**config.mk**
```make
export PLATFORM = sky130hd
export DESIGN_NAME = load_store_unit_flat
export DESIGN_NICKNAME = d
export VERILOG_FILES = /design/src/rtl/lsu_pkg.sv /design/src/rtl/load_store_unit_if.sv /design/src/rtl/load_extend.sv /design/src/rtl/load_store_unit.sv /design/src/flat_wrapper.sv
export SDC_FILE = /design/constraint.sdc
export NUM_CORES = 1
export LEC_CHECK = 0
export ABC_AREA = 1
export ABC_CLOCK_PERIOD_IN_PS = 2300
export CAP_MARGIN = 20
export CORE_ASPECT_RATIO = 0.7
export CORE_UTILIZATION = 49
export DETAILED_ROUTE_END_ITERATION = 8
export PLACE_DENSITY = 0.92
export SYNTH_ARGS = -nofsm -noshare
export SYNTH_HDL_FRONTEND = slang
export SYNTH_SLANG_ARGS = --single-unit
export TNS_END_PERCENT = 10
```
**constraint.sdc**
```tcl
create_clock -name clk -period 2.3 [get_ports clk]
set_input_delay 0.345 -clock clk [delete_from_list [all_inputs] [get_ports clk]]
set_output_delay 0.345 -clock clk [all_outputs]
set_load 0.01 [all_outputs]
```
**src/rtl/lsu_pkg.sv**
```systemverilog
// Shared definitions for the load/store unit: RV32I funct3 encodings,
// FSM state type and the access-legality check.
package lsu_pkg;

  localparam int unsigned XLEN   = 32;
  localparam int unsigned STRB_W = XLEN / 8;

  // Load encodings
  localparam logic [2:0] LB  = 3'b000;
  localparam logic [2:0] LH  = 3'b001;
  localparam logic [2:0] LW  = 3'b010;
  localparam logic [2:0] LBU = 3'b100;
  localparam logic [2:0] LHU = 3'b101;
  // Store encodings
  localparam logic [2:0] SB  = 3'b000;
  localparam logic [2:0] SH  = 3'b001;
  localparam logic [2:0] SW  = 3'b010;

  typedef enum logic [1:0] {
    IDLE = 2'd0,
    REQ  = 2'd1,
    RESP = 2'd2
  } lsu_state_t;

  // Legal encoding and natural alignment for the access size.
  function automatic logic access_ok(input logic we, input logic [2:0] f3,
                                     input logic [1:0] off);
    logic ok;
    ok = 1'b0;
    case (f3)
      LB:      ok = 1'b1;
      LH:      ok = ~off[0];
      LW:      ok = (off == 2'b00);
      LBU:     ok = ~we;
      LHU:     ok = ~we & ~off[0];
      default: ok = 1'b0;
    endcase
    return ok;
  endfunction

endpackage

```
**src/rtl/load_store_unit_if.sv**
```systemverilog
// Data-memory valid/ready bus.
//   master: drives mem_valid/mem_we/mem_addr/mem_wstrb/mem_wdata,
//           receives mem_ready/mem_rdata.
//   slave : the memory side.
interface load_store_unit_if;
  import lsu_pkg::*;

  logic              mem_valid;
  logic              mem_ready;
  logic              mem_we;
  logic [XLEN-1:0]   mem_addr;
  logic [STRB_W-1:0] mem_wstrb;
  logic [XLEN-1:0]   mem_wdata;
  logic [XLEN-1:0]   mem_rdata;

  modport master (
    output mem_valid, mem_we, mem_addr, mem_wstrb, mem_wdata,
    input  mem_ready, mem_rdata
  );

  modport slave (
    input  mem_valid, mem_we, mem_addr, mem_wstrb, mem_wdata,
    output mem_ready, mem_rdata
  );
endinterface

```
**src/rtl/load_extend.sv**
```systemverilog
// Load data alignment and sign/zero extension (combinational).
//   mem_rdata : raw word from the bus
//   off       : byte offset addr[1:0]
//   funct3    : load type
//   ext_c     : extended write-back value
module load_extend
  import lsu_pkg::*;
(
  input  logic [XLEN-1:0] mem_rdata,
  input  logic [1:0]      off,
  input  logic [2:0]      funct3,
  output logic [XLEN-1:0] ext_c
);

  logic [XLEN-1:0] shifted;

  always_comb begin
    shifted = mem_rdata >> {off, 3'b000};
    ext_c   = shifted;
    case (funct3)
      LB:      ext_c = {{24{shifted[7]}}, shifted[7:0]};
      LH:      ext_c = {{16{shifted[15]}}, shifted[15:0]};
      LBU:     ext_c = {24'h0, shifted[7:0]};
      LHU:     ext_c = {16'h0, shifted[15:0]};
      default: ext_c = shifted;
    endcase
  end

endmodule

```
**src/rtl/load_store_unit.sv**
```systemverilog
// RV32I memory-access stage: runs one load/store per request on the
// data-memory bus, stalls the core while in flight, extends load data,
// and flags misaligned/illegal accesses and bus timeouts.
//   clk, rst_n      : clock, async active-low reset
//   req_*           : request from the core (held while stall=1)
//   stall           : combinational pipeline freeze
//   done, err_*     : one-cycle completion pulse and its error cause
//   rdata           : last successful load result
//   mem             : data-memory bus (master side)
module load_store_unit
  import lsu_pkg::*;
#(
  parameter int unsigned TIMEOUT = 255
) (
  input  logic                     clk,
  input  logic                     rst_n,
  input  logic                     req_valid,
  input  logic                     req_we,
  input  logic [2:0]               req_funct3,
  input  logic [XLEN-1:0]          req_addr,
  input  logic [XLEN-1:0]          req_wdata,
  output logic                     stall,
  output logic                     done,
  output logic [XLEN-1:0]          rdata,
  output logic                     err_misaligned,
  output logic                     err_timeout,
  load_store_unit_if.master        mem
);

  localparam int unsigned CNT_W = (TIMEOUT == 0) ? 1 : $clog2(TIMEOUT + 1);

  lsu_state_t        state_q, state_d;
  logic [2:0]        f3_q, f3_d;
  logic [1:0]        off_q, off_d;
  logic [CNT_W-1:0]  cnt_q, cnt_d;
  logic              mem_valid_q, mem_valid_d;
  logic              mem_we_q, mem_we_d;
  logic [XLEN-1:0]   mem_addr_q, mem_addr_d;
  logic [STRB_W-1:0] mem_wstrb_q, mem_wstrb_d;
  logic [XLEN-1:0]   mem_wdata_q, mem_wdata_d;
  logic              done_q, done_d;
  logic              err_mis_q, err_mis_d;
  logic              err_to_q, err_to_d;
  logic [XLEN-1:0]   rdata_q, rdata_d;

  logic [XLEN-1:0]   ext_c;
  logic [STRB_W-1:0] strb_c;
  logic [XLEN-1:0]   wdata_rep_c;
  logic [CNT_W-1:0]  cnt_inc_c;
  logic              cnt_sat_c;
  logic              timeout_hit_c;

  load_extend u_load_extend (
    .mem_rdata (mem.mem_rdata),
    .off       (off_q),
    .funct3    (f3_q),
    .ext_c     (ext_c)
  );

  // Byte strobes and lane replication from the incoming request.
  always_comb begin
    strb_c      = {STRB_W{1'b1}};
    wdata_rep_c = req_wdata;
    if (req_we) begin
      case (req_funct3)
        SB: begin
          strb_c      = 4'b0001 << req_addr[1:0];
          wdata_rep_c = {4{req_wdata[7:0]}};
        end
        SH: begin
          strb_c      = 4'b0011 << req_addr[1:0];
          wdata_rep_c = {2{req_wdata[15:0]}};
        end
        default: ;
      endcase
    end
  end

  // Saturating REQ-cycle counter; the abort fires on the cycle it would reach TIMEOUT.
  always_comb begin
    cnt_sat_c     = (cnt_q == {CNT_W{1'b1}});
    cnt_inc_c     = cnt_q + CNT_W'(1);
    timeout_hit_c = (TIMEOUT != 0) && !cnt_sat_c && (cnt_inc_c == CNT_W'(TIMEOUT));
  end

  // Next-state and registered-output logic.
  always_comb begin
    state_d     = state_q;
    f3_d        = f3_q;
    off_d       = off_q;
    cnt_d       = cnt_q;
    mem_valid_d = 1'b0;
    mem_we_d    = mem_we_q;
    mem_addr_d  = mem_addr_q;
    mem_wstrb_d = mem_wstrb_q;
    mem_wdata_d = mem_wdata_q;
    done_d      = 1'b0;
    err_mis_d   = 1'b0;
    err_to_d    = 1'b0;
    rdata_d     = rdata_q;

    case (state_q)
      IDLE: begin
        if (req_valid) begin
          if (access_ok(req_we, req_funct3, req_addr[1:0])) begin
            state_d     = REQ;
            mem_valid_d = 1'b1;
            f3_d        = req_funct3;
            off_d       = req_addr[1:0];
            cnt_d       = '0;
            mem_we_d    = req_we;
            mem_addr_d  = {req_addr[XLEN-1:2], 2'b00};
            mem_wstrb_d = strb_c;
            mem_wdata_d = wdata_rep_c;
          end else begin
            state_d   = RESP;
            done_d    = 1'b1;
            err_mis_d = 1'b1;
          end
        end
      end
      REQ: begin
        if (mem_valid_q && mem.mem_ready) begin
          state_d = RESP;
          done_d  = 1'b1;
          if (!mem_we_q) rdata_d = ext_c;
        end else if (timeout_hit_c) begin
          state_d  = RESP;
          done_d   = 1'b1;
          err_to_d = 1'b1;
        end else begin
          mem_valid_d = 1'b1;
          if (!cnt_sat_c) cnt_d = cnt_inc_c;
        end
      end
      RESP:    state_d = IDLE;
      default: state_d = IDLE;
    endcase
  end

  always_ff @(posedge clk or negedge rst_n) begin
    if (!rst_n) begin
      state_q     <= IDLE;
      f3_q        <= 3'b000;
      off_q       <= 2'b00;
      cnt_q       <= '0;
      mem_valid_q <= 1'b0;
      mem_we_q    <= 1'b0;
      mem_addr_q  <= '0;
      mem_wstrb_q <= '0;
      mem_wdata_q <= '0;
      done_q      <= 1'b0;
      err_mis_q   <= 1'b0;
      err_to_q    <= 1'b0;
      rdata_q     <= '0;
    end else begin
      state_q     <= state_d;
      f3_q        <= f3_d;
      off_q       <= off_d;
      cnt_q       <= cnt_d;
      mem_valid_q <= mem_valid_d;
      mem_we_q    <= mem_we_d;
      mem_addr_q  <= mem_addr_d;
      mem_wstrb_q <= mem_wstrb_d;
      mem_wdata_q <= mem_wdata_d;
      done_q      <= done_d;
      err_mis_q   <= err_mis_d;
      err_to_q    <= err_to_d;
      rdata_q     <= rdata_d;
    end
  end

  assign stall          = ((state_q == IDLE) && req_valid) || (state_q == REQ);
  assign done           = done_q;
  assign rdata          = rdata_q;
  assign err_misaligned = err_mis_q;
  assign err_timeout    = err_to_q;
  assign mem.mem_valid  = mem_valid_q;
  assign mem.mem_we     = mem_we_q;
  assign mem.mem_addr   = mem_addr_q;
  assign mem.mem_wstrb  = mem_wstrb_q;
  assign mem.mem_wdata  = mem_wdata_q;

endmodule

```
**src/flat_wrapper.sv**
```systemverilog
// flat-port wrapper written by rule: the top's interface ports become plain ports
module load_store_unit_flat import lsu_pkg::*;
#(
  parameter int unsigned TIMEOUT = 255
)
  (clk, rst_n, req_valid, req_we, req_funct3, req_addr, req_wdata, stall, done, rdata, err_misaligned, err_timeout, mem_mem_valid, mem_mem_we, mem_mem_addr, mem_mem_wstrb, mem_mem_wdata, mem_mem_ready, mem_mem_rdata);
  load_store_unit_if mem_i ();
  input  logic clk;
  input  logic rst_n;
  input  logic req_valid;
  input  logic req_we;
  input  logic [2:0] req_funct3;
  input  logic [XLEN-1:0] req_addr;
  input  logic [XLEN-1:0] req_wdata;
  output logic stall;
  output logic done;
  output logic [XLEN-1:0] rdata;
  output logic err_misaligned;
  output logic err_timeout;
  output wire logic [$bits(mem_i.mem_valid)-1:0] mem_mem_valid;
  output wire logic [$bits(mem_i.mem_we)-1:0] mem_mem_we;
  output wire logic [$bits(mem_i.mem_addr)-1:0] mem_mem_addr;
  output wire logic [$bits(mem_i.mem_wstrb)-1:0] mem_mem_wstrb;
  output wire logic [$bits(mem_i.mem_wdata)-1:0] mem_mem_wdata;
  input wire logic [$bits(mem_i.mem_ready)-1:0] mem_mem_ready;
  input wire logic [$bits(mem_i.mem_rdata)-1:0] mem_mem_rdata;
  assign mem_mem_valid = mem_i.mem_valid;
  assign mem_mem_we = mem_i.mem_we;
  assign mem_mem_addr = mem_i.mem_addr;
  assign mem_mem_wstrb = mem_i.mem_wstrb;
  assign mem_mem_wdata = mem_i.mem_wdata;
  assign mem_i.mem_ready = mem_mem_ready;
  assign mem_i.mem_rdata = mem_mem_rdata;
  load_store_unit #(.TIMEOUT(TIMEOUT)) u_core (.clk(clk), .rst_n(rst_n), .req_valid(req_valid), .req_we(req_we), .req_funct3(req_funct3), .req_addr(req_addr), .req_wdata(req_wdata), .stall(stall), .done(done), .rdata(rdata), .err_misaligned(err_misaligned), .err_timeout(err_timeout), .mem(mem_i));
endmodule
```
==> results of run 1 <==
[what timing repair did]
item / in CTS / in global routing
resized for setup: 2 / 2
hold buffers: 1 / 0
hold endpoints to repair: 12 / 0
setup endpoints to repair: 1 / 1
[worst paths after layout]
check                                        start                      end  depth (start not counted)
hold / removal                               rst_n         u_core.rdata[19]                          2
max in group asynchronous                    rst_n          u_core.cnt_q[0]                          3
setup / recovery                 u_core.state_q[0]                    stall                          5
setup reg to reg                   u_core.cnt_q[1]          u_core.cnt_q[2]                         10
hold reg to reg            u_core.mem.mem_addr[20]  u_core.mem.mem_addr[20]                          2
min in group clk           u_core.mem.mem_addr[20]  u_core.mem.mem_addr[20]                          2
[cells by family (layout without fill, tap and decap cells)]
kind of cell,Yosys count,in the layout
AOI/OAI and AO/OA,110,110
xor gates and xnor gates,1,1
adders and majority gates,2,2
buffers and inverters,107,328
DFF,118,118
other,1,2
and+or+nand+nor,390,390
[layout make-up]
| class | count | area, sq um |
|---|---|---|
| Clock buffer | 17 | 425 |
| Clock inverter | 14 | 130 |
| Fill cell | 793 | 2640 |
| Inverter | 71 | 272 |
| Multi-Input combinational cell | 505 | 2320 |
| Sequential cell | 118 | 2950 |
| Tap cell | 153 | 191 |
| Timing Repair Buffer | 226 | 2280 |
[cells in the final DEF, fill, tap and decap left out, drive strengths merged, types with 3 or more instances in the layout]
master / netlist / routed
clkinvlp: 0 / 5
nand4: 6 / 6
clkinv: 2 / 8
o21ai: 52 / 52
nand3: 44 / 44
inv: 69 / 71
buf: 26 / 19
a31oi: 8 / 8
clkdlybuf4s50: 0 / 206
nor2: 32 / 32
o31ai: 9 / 9
nand2: 305 / 305
a21oi: 3 / 3
clkbuf: 10 / 17
o22ai: 19 / 19
dfrtp: 118 / 118
a22o: 7 / 7
o211ai: 9 / 9
[stage by stage]
stage          setup TNS, ns  worst slack [ns]  instance area [sq um]
6_report                   0            0.0475                   8570
5_1_grt             -0.00972          -0.00972                   8570
4_1_cts                    0            0.0249                   8560
3_5_place_dp               0             0.111                   7990
3_3_place_gp               0             0.192                   7990
2_1_floorplan              0             0.783                   5750
[flip-flops by register name, summed over array words and instances, names as in the netlist]
| signal | cells |
|---|---|
| u_core.cnt_q | 8 |
| u_core.done | 1 |
| u_core.err_misaligned | 1 |
| u_core.err_timeout | 1 |
| u_core.f3_q | 3 |
| u_core.mem.mem_addr | 30 |
| u_core.mem.mem_valid | 1 |
| u_core.mem.mem_wdata | 32 |
| u_core.mem.mem_we | 1 |
| u_core.mem.mem_wstrb | 4 |
| u_core.off_q | 2 |
| u_core.rdata | 32 |
| u_core.state_q | 2 |
[worst reg2reg max path: stages, from the launching register on]
cell	delay [ns]
dfrtp_1	0.43
ha_1	0.22
nand3_1	0.13
o21bai_1	0.15
nand2_1	0.08
nor2_1	0.16
nand2_1	0.13
nand2_1	0.13
nor2_1	0.11
nand2_1	0.09
nand2_1	0.06
[report_power, final]
part,leakage (nW),internal (mW),switching [mW]
Combinational,2.39,2.31,2.25
Sequential,1.51,3.00,0.602
Clock,0.258,1.48,0.974
Total,4.16,6.79,3.82
[layer usage]
metal,track usage [%],vias to the layer above,share of wire (%)
li1,-,2759,-
met1,38.9,2725,43
met2,47.9,254,46
met3,9.30,29,8.7
met4,9.69,0,1.7
met5,0,-,0
==> flow_metrics.py, run 1 <==
metrics = {
    "place": {
        "place.gp.congestion": 1.00,
        "dp_cells": 1072,
        "dpl.hpwl_mm": 12.7,
        "port_buffers": 207,
    },
    "synth": {
        "netlist_top_cells_count": "nand2_1 (301), dfrtp_1 (118), inv_1 (66)",
        "yosysMostFrequentCell": "nand2_1",
        "synth_edf_count": 0,
        "synth_mux_area_share_pct": 0,
        "synth_area_leaders": "dfrtp_1 (51%), nand2_1 (20%), o21ai_0 (4.4%), inv_1 (4.3%), nand3_1 (3.6%)",
        "synth-main-ff-cell": "dfrtp_1",
        "async_flop_share_pct": 100,
        "synthXorXnorAreaFrac_pct": 0.153,
        "synthesis.instances": 729,
        "ys_types": 34,
        "yosysSeqAreaShare_pct": 51.4,
        "syn_area_sq_um": 5740,
        "ys_seq_elements": 118,
        "yosys.area.top_type": "dfrtp_1",
        "yosysWarnings": 0,
        "synth_top_area_share_pct": 51.4,
        "synth-compound-area-share_pct": 11.7,
        "synthSimpleGateAreaFrac_pct": 27.8,
        "synthAdderAreaFrac_pct": 0.436,
        "synth_top_family_by_area": "simple AND/OR/NAND/NOR gates",
        "syn_area_per_cell_sq_um": 7.88,
    },
    "power": {
        "p_per_area_nw_per_um2": 1240,
        "total_power_mw": 10.6,
        "total_leakage_power_nw": 4.16,
        "vdd_drop_max_mv": 0.815,
    },
    "critical_path": {
        "crit_path_frequent_cell": "inv_1",
        "path_buf_inv": 3,
        "crit_family": "buffers and inverters",
        "worstPathCellList": "inv_1, nor2_2, inv_1, nand2_2, clkdlybuf4s50_1",
        "crit_path_end_kind": "primary output",
        "critPathMaxFanout": 6,
        "worstSetupStartpointType": "flop",
        "worst_path_max_delay_cell": "clkdlybuf4s50_1",
        "crit_path_max_incr_delay_ns": 0.54,
        "worstPathArrival_ns": 1.91,
        "worstSetupPathType": "reg2out",
        "required_ns": 1.96,
        "rrSetupSlack_ns": 0.49,
    },
    "floorplan": {
        "initial_core_util_pct": 51.2,
        "dieWidth_um": 131,
        "io_pins": 210,
        "rows": 32,
        "die_h_um": 92.6,
        "dieArea_sq_um": 12200,
        "core_sq_um": 11200,
    },
    "clock_network": {
        "cts_buffer_depth": 2,
        "cts.sinks": 118,
        "numCtsBuffers": 17,
        "post_cts_buffers": 0,
        "clk_pin_slew_worst_paths_ns": 0.06,
        "cts-root-buf": "clkbuf_16",
        "cts-htree-levels": 4,
        "cts_tree": "built",
        "insertion_delay_ns": 0.41,
    },
    "grt": {
        "grt_start_max_net_pins": 61,
        "grt_pass1_vias": 5590,
        "gr-total-overflow": 0,
        "grt_usage_pct": 29.9,
        "antenna_found_initial": 0,
        "grt_pass1_wl_mm": 28.2,
    },
    "route": {
        "drtIter0Drc": 610,
        "drcViolationCount": 0,
        "first_pass_iters": 5,
        "vias": 5767,
        "via_per_inst": 5.22,
        "ant_nets": 0,
        "drt-wirelength-per-cell_um": 15.8,
        "totalWireLength_mm": 17.5,
    },
    "timing": {
        "fin_worst_skew_ns": 0.00668,
        "finalCriticalPeriod_ns": 2.25,
        "whs_ns": 0.339,
        "drv_slew": 0,
        "worst_pin_slew_ns": 0.526,
        "relSlewSlack_pct": 64.9,
        "finalCritPeriodShare_pct": 97.9,
        "setup_violations": 0,
        "hold_viol_final": 0,
        "fmax_ghz": 0.444,
    },
    "finish": {
        "syn2layout_area_growth_pct": 49.3,
        "fin_util_pct": 76.5,
        "finalNonFillerCells": 1104,
        "diodes": 0,
        "final_nets": 1045,
        "drive_gt1_share_pct": 7.57,
    },
    "outcome": {
        "status": "finished, final reports clean",
    },
    "hold_path": {
        "hold_path_class": "in2async",
    },
    "job": {
        "maxCapViolCount": 0,
    },
}
Power figures use the tool's default switching activity.
==> run 2, diff against run 1 <==
- CORE_UTILIZATION: 49 -> 50
- CTS_BUF_LIST: default -> sky130_fd_sc_hd__clkbuf_4
- PLACE_DENSITY: 0.92 -> 0.93
==> run 2 against run 1 <==
  * Sequential share of layout area increased by 1.2 points
  * Routed wire length shrank 3.0%
  * Sequential cell count unchanged
  * Clock power down 39%
  * Critical endpoint unchanged
==> flow_metrics.py, run 2 (synthesis gave the netlist of run 1 again) <==
metrics = {
    "clock_network": {
        "cts-root-buf": "clkbuf_4",
        "post_cts_buffers": 0,
        "cts-htree-levels": 4,
        "cts.sinks": 118,
        "cts_tree": "built",
        "cts_buffer_depth": 2,
        "insertion_delay_ns": 0.51,
        "clk_pin_slew_worst_paths_ns": 0.12,
        "numCtsBuffers": 17,
    },
    "timing": {
        "rsz0062_at_grt": "no",
        "hold_viol_final": 0,
        "finalCriticalPeriod_ns": 2.05,
        "fmax_ghz": 0.487,
        "drv_slew": 0,
        "finalCritPeriodShare_pct": 89.3,
        "setup_violations": 0,
        "relSlewSlack_pct": 59.9,
        "fin_worst_skew_ns": 0.0168,
        "fin_setup_tns_ns": 0,
        "worst_pin_slew_ns": 0.601,
    },
    "route": {
        "m1WireLength_mm": 7.28,
        "met2WireLength_mm": 7.68,
        "drtIter0Drc": 521,
        "wl_met3_mm": 1.52,
        "vias": 5743,
        "drcViolationCount": 0,
        "first_pass_iters": 8,
        "drt-wirelength-per-cell_um": 15.3,
        "totalWireLength_mm": 17.0,
        "ant_nets": 0,
        "via_per_inst": 5.19,
        "routed.top_layer": "met4",
    },
    "power": {
        "p_sw_mw": 3.67,
        "p_clk_share_pct": 15.5,
        "p_int_mw": 5.94,
        "total_leakage_power_nw": 4.05,
        "vdd_drop_max_mv": 0.586,
        "p_comb_share_pct": 47.4,
        "netSwitchingFraction_pct": 38.2,
        "power_frac_seq_pct": 37.1,
        "p_per_area_nw_per_um2": 1160,
        "total_power_mw": 9.60,
    },
    "critical_path": {
        "crit_path_frequent_cell": "inv_1",
        "worstSetupPathType": "reg2out",
        "worstPathCellList": "inv_1, nor2_2, inv_1, nand2_2, dlygate4sd2_1",
        "worstPathArrival_ns": 1.71,
        "worst_path_max_delay_cell": "dfrtp_1",
        "required_ns": 1.96,
        "crit_path_max_incr_delay_ns": 0.44,
        "critPathMaxFanout": 6,
        "path_buf_inv": 3,
        "crit_path_end_kind": "primary output",
        "crit_family": "buffers and inverters",
        "worstSetupStartpointType": "flop",
    },
    "finish": {
        "final_nets": 1046,
        "diodes": 0,
        "drive_gt1_share_pct": 7.66,
        "layout_commonest_cell": "nand2_1",
        "mostFrequentLayoutCells": "nand2_1 (299), clkdlybuf4s50_1 (205), dfrtp_1 (118), inv_1 (66), o21ai_0 (51)",
        "syn2layout_area_growth_pct": 44.4,
        "fillers": 858,
    },
    "grt": {
        "grt_pass1_wl_mm": 27.3,
        "grt_usage_pct": 30.3,
        "antenna_found_initial": 0,
        "grt_start_max_net_pins": 49,
        "grt_pass1_vias": 5469,
        "gr-total-overflow": 0,
    },
    "floorplan": {
        "dieArea_sq_um": 11900,
        "die_h_um": 91.7,
        "rows": 32,
        "initial_core_util_pct": 51.8,
        "io_pins": 210,
        "dieWidth_um": 130,
        "core_sq_um": 11100,
    },
    "place": {
        "port_buffers": 207,
        "place.gp.congestion": 0.951,
        "dpl.hpwl_mm": 12.8,
    },
    "job": {
        "maxCapViolCount": 0,
    },
    "outcome": {
        "status": "finished, final reports clean",
    },
    "hold_path": {
        "hold_path_class": "in2async",
    },
}
==> run 2: repair_timing <==
action / CTS / global route
hold endpoints to repair: 38 / 0
gates resized for setup: 5 / 0
hold buffers: 1 / 0
setup endpoints to repair: 1 / 0
==> run 2: final cells by class <==
type	instances	area, sq um	share of cell area, %
clock inverter	15	155	1.87
multi-input combinational	505	2320	28.0
sequential	118	2950	35.6
clock buffer	17	128	1.54
timing repair buffer	227	2270	27.4
inverter	71	272	3.27
tap	153	191	2.31
==> run 2: stage by stage <==
step / instances / hold WS, ns / setup slack, ns / area (sq um) / util (%)
CTS: 1106 / 0.317 / 0.258 / 8290 / 74.8
floorplan: 730 / 0.0494 / 0.783 / 5750 / -
detailed placement: 1073 / 0.377 / 0.172 / 7990 / 72.0
global placement: 1073 / 0.363 / 0.200 / 7990 / 72.0
finish: 1106 / 0.357 / 0.247 / 8290 / 74.8
global route: 1106 / 0.329 / 0.155 / 8290 / 74.8
==> run 2: power by group through the flow <==
| stage | Combinational [mW] | Sequential, mW | Clock (mW) |
|---|---|---|---|
| finish | 4.55 | 3.56 | 1.49 |
| global route | 4.93 | 3.67 | 1.62 |
| CTS | 4.55 | 3.56 | 1.52 |
| detailed placement | 4.53 | 3.56 | 0 |
| global placement | 4.41 | 3.55 | 0 |
| floorplan | 1.62 | 3.90 | 0 |
==> run 2: worst paths after layout <==
path | from | endpoint | slack (ns) | cells past startpoint
max | u_core.state_q[0] | stall | 0.25 | 5
min | rst_n | u_core.mem.mem_wdata[12] | 0.36 | 2
max reg2reg | u_core.cnt_q[0] | u_core.cnt_q[5] | 0.53 | 9
min reg2reg | u_core.mem.mem_addr[10] | u_core.mem.mem_addr[10] | 0.48 | 2
max in group asynchronous | rst_n | u_core.mem.mem_addr[31] | 1.18 | 3
min in group clk | req_addr[2] | u_core.mem.mem_addr[2] | 0.36 | 3
==> run 2: layer usage <==
metal / track usage [%] / vias to the layer above
met4: 13.3 / 0
met1: 40.5 / 2658
met2: 45.5 / 278
li1: - / 2767
met3: 9.16 / 40
met5: 0 / -
==> run 3, diff against run 2 <==
- CORE_UTILIZATION: 50 -> 55
- DONT_BUFFER_PORTS: default -> 1
- GPL_ROUTABILITY_DRIVEN: default -> 0
- PLACE_DENSITY: 0.93 -> 0.75
==> run 3 against run 2 <==
  * The run now ends with negative hold slack left
  * Register-to-register slack lost 0.16 ns
  * Design area is 21% lower
  * Sequential power rose by 16%
  * Die area fell by 8.9%
  * Clock skew is 0.0028 ns higher
  * Global-route usage down 1.7 points
  * Critical path type is now reg2reg
  * Largest power group is now registers
  * Highest routed layer unchanged
==> flow_metrics.py, run 3 (synthesis gave the netlist of run 1 again) <==
metrics = {
    "floorplan": {
        "dieWidth_um": 124,
        "dieArea_sq_um": 10900,
        "core_sq_um": 9910,
        "io_pins": 210,
        "initial_core_util_pct": 57.9,
        "rows": 30,
        "die_h_um": 87.5,
    },
    "timing": {
        "worst_pin_slew_ns": 0.686,
        "drv_slew": 0,
        "fin_setup_tns_ns": 0,
        "relSlewSlack_pct": 54.2,
        "hold_viol_final": 118,
        "finalCriticalPeriod_ns": 1.93,
        "fmax_ghz": 0.519,
        "fin_worst_skew_ns": 0.0196,
        "whs_ns": -0.472,
        "rsz0062_at_grt": "no",
        "finalCritPeriodShare_pct": 83.8,
        "setup_violations": 0,
    },
    "outcome": {
        "status": "finished, violations left",
        "violations": "negative hold slack",
    },
    "critical_path": {
        "required_ns": 2.73,
        "worstPathArrival_ns": 2.36,
        "worstSetupStartpoint": "u_core.state_q[0]",
        "worstPathCellList": "nor2_1, nand2_1, nor2_4, buf_4, nand2_4, clkinv_4, nand2_1, nand3_1",
        "worst_path_max_delay_cell": "buf_4",
        "worstSetupPathType": "reg2reg",
        "critPathMaxFanout": 55,
        "r2r-start": "u_core.state_q[0]",
        "crit_path_end_kind": "flop",
        "crit_path_frequent_cell": "nand2_1",
        "crit_path_max_incr_delay_ns": 0.44,
        "worstSetupStartpointType": "flop",
    },
    "place": {
        "placed_cell_area_sq_um": 5760,
        "port_buffers": 0,
        "dpl.hpwl_mm": 10.2,
        "dp_cells": 829,
    },
    "grt": {
        "gr-total-overflow": 0,
        "grt_start_max_net_pins": 119,
        "antenna_found_initial": 0,
        "grt_pass1_wl_mm": 23.5,
        "grt_usage_pct": 28.6,
        "grt_pass1_vias": 4764,
    },
    "finish": {
        "fillers": 844,
        "final_nets": 881,
        "drive_gt1_share_pct": 7.11,
        "diodes": 0,
        "syn2layout_area_growth_pct": 14.7,
        "mostFrequentLayoutCells": "nand2_1 (301), dfrtp_1 (118), inv_1 (66), dlygate4sd3_1 (55), o21ai_0 (51)",
        "finalNonFillerCells": 916,
        "layout_commonest_cell": "nand2_1",
        "design_area_sq_um": 6590,
    },
    "clock_network": {
        "cts-htree-levels": 4,
        "cts_tree": "built",
        "post_cts_buffers": 0,
        "cts_buffer_depth": 2,
        "ctsHoldBuffers": 54,
        "post_cts_resized": 0,
        "insertion_delay_ns": 0.49,
        "cts-root-buf": "clkbuf_4",
        "clk_pin_slew_worst_paths_ns": 0.11,
        "cts.sinks": 118,
        "numCtsBuffers": 17,
    },
    "power": {
        "vdd_drop_max_mv": 0.541,
        "total_power_mw": 7.66,
        "total_leakage_power_nw": 3.40,
        "p_per_area_nw_per_um2": 1160,
    },
    "route": {
        "totalWireLength_mm": 15.1,
        "m1WireLength_mm": 6.48,
        "drtIter0Drc": 485,
        "routed.top_layer": "met4",
        "met2WireLength_mm": 7.07,
        "wl_met3_mm": 1.36,
        "ant_nets": 0,
        "drt-wirelength-per-cell_um": 16.5,
        "via_per_inst": 5.56,
        "drcViolationCount": 0,
        "vias": 5095,
        "first_pass_iters": 6,
    },
    "hold_path": {
        "hold_path_class": "in2async",
    },
    "job": {
        "maxCapViolCount": 0,
    },
}
run 3: cell types whose count changed in the layout (fill, tap and decap cells not counted), sizes merged:
cell	delta
clkinvlp	+3
clkinv	-4
clkbuf	+2
dlygate4sd2	-1
inv	-1
clkdlybuf4s50	-205
dlygate4sd3	+54
buf	-13
run 3: stage by stage:
stage                     setup WS [ns]  hold slack (ns)  util [%]
after global placement            0.398           0.0520      58.1
final                             0.372           -0.472      66.5
after CTS                         0.388           -0.524      66.4
after floorplan                   0.783           0.0494         -
after detailed placement          0.268           0.0518      58.1
after global routing              0.157           -0.557      66.5
run 3: where the power goes:
part | internal (mW) | switching [mW] | total, mW
Combinational | 0.778 | 1.29 | 2.07
Clock | 0.661 | 0.791 | 1.45
Sequential | 2.98 | 1.16 | 4.14
Total | 4.42 | 3.24 | 7.66
run 3: path summary, 6_finish.rpt:
check	end	slack [ns]	cells past startpoint
max in group asynchronous	u_core.err_timeout	2.57	0
setup / recovery	u_core.mem.mem_wdata[25]	0.37	8
min in group clk	u_core.mem.mem_wdata[4]	0.06	2
hold / removal	u_core.rdata[6]	-0.47	0
setup reg to reg	u_core.mem.mem_wdata[25]	0.37	8
hold reg to reg	u_core.cnt_q[6]	0.50	2
run 3: per-layer routing:
layer / GRT usage (%) / up-vias
li1: - / 2441
met1: 38.3 / 2393
met2: 43.5 / 239
met3: 10.3 / 22
met4: 8.23 / 0
met5: 0 / -
run 3: area by class of cell:
class                   count  area [sq um]  area share [%]
flip-flops and latches    118          2950            44.8
multi-input cells         505          2310            35.1
inverters                  71           272            4.12
clock buffers              19           143            2.17
clock inverters            13           133            2.01
well taps                 128           160            2.43
repair buffers             62           616            9.35
run 3: critical path: cells and delay by family (launching register included):
family / cells / cell delay [ns]
buffers and inverters: 2 / 0.59
flip-flops: 1 / 0.41
AND/OR/NAND/NOR: 6 / 0.83
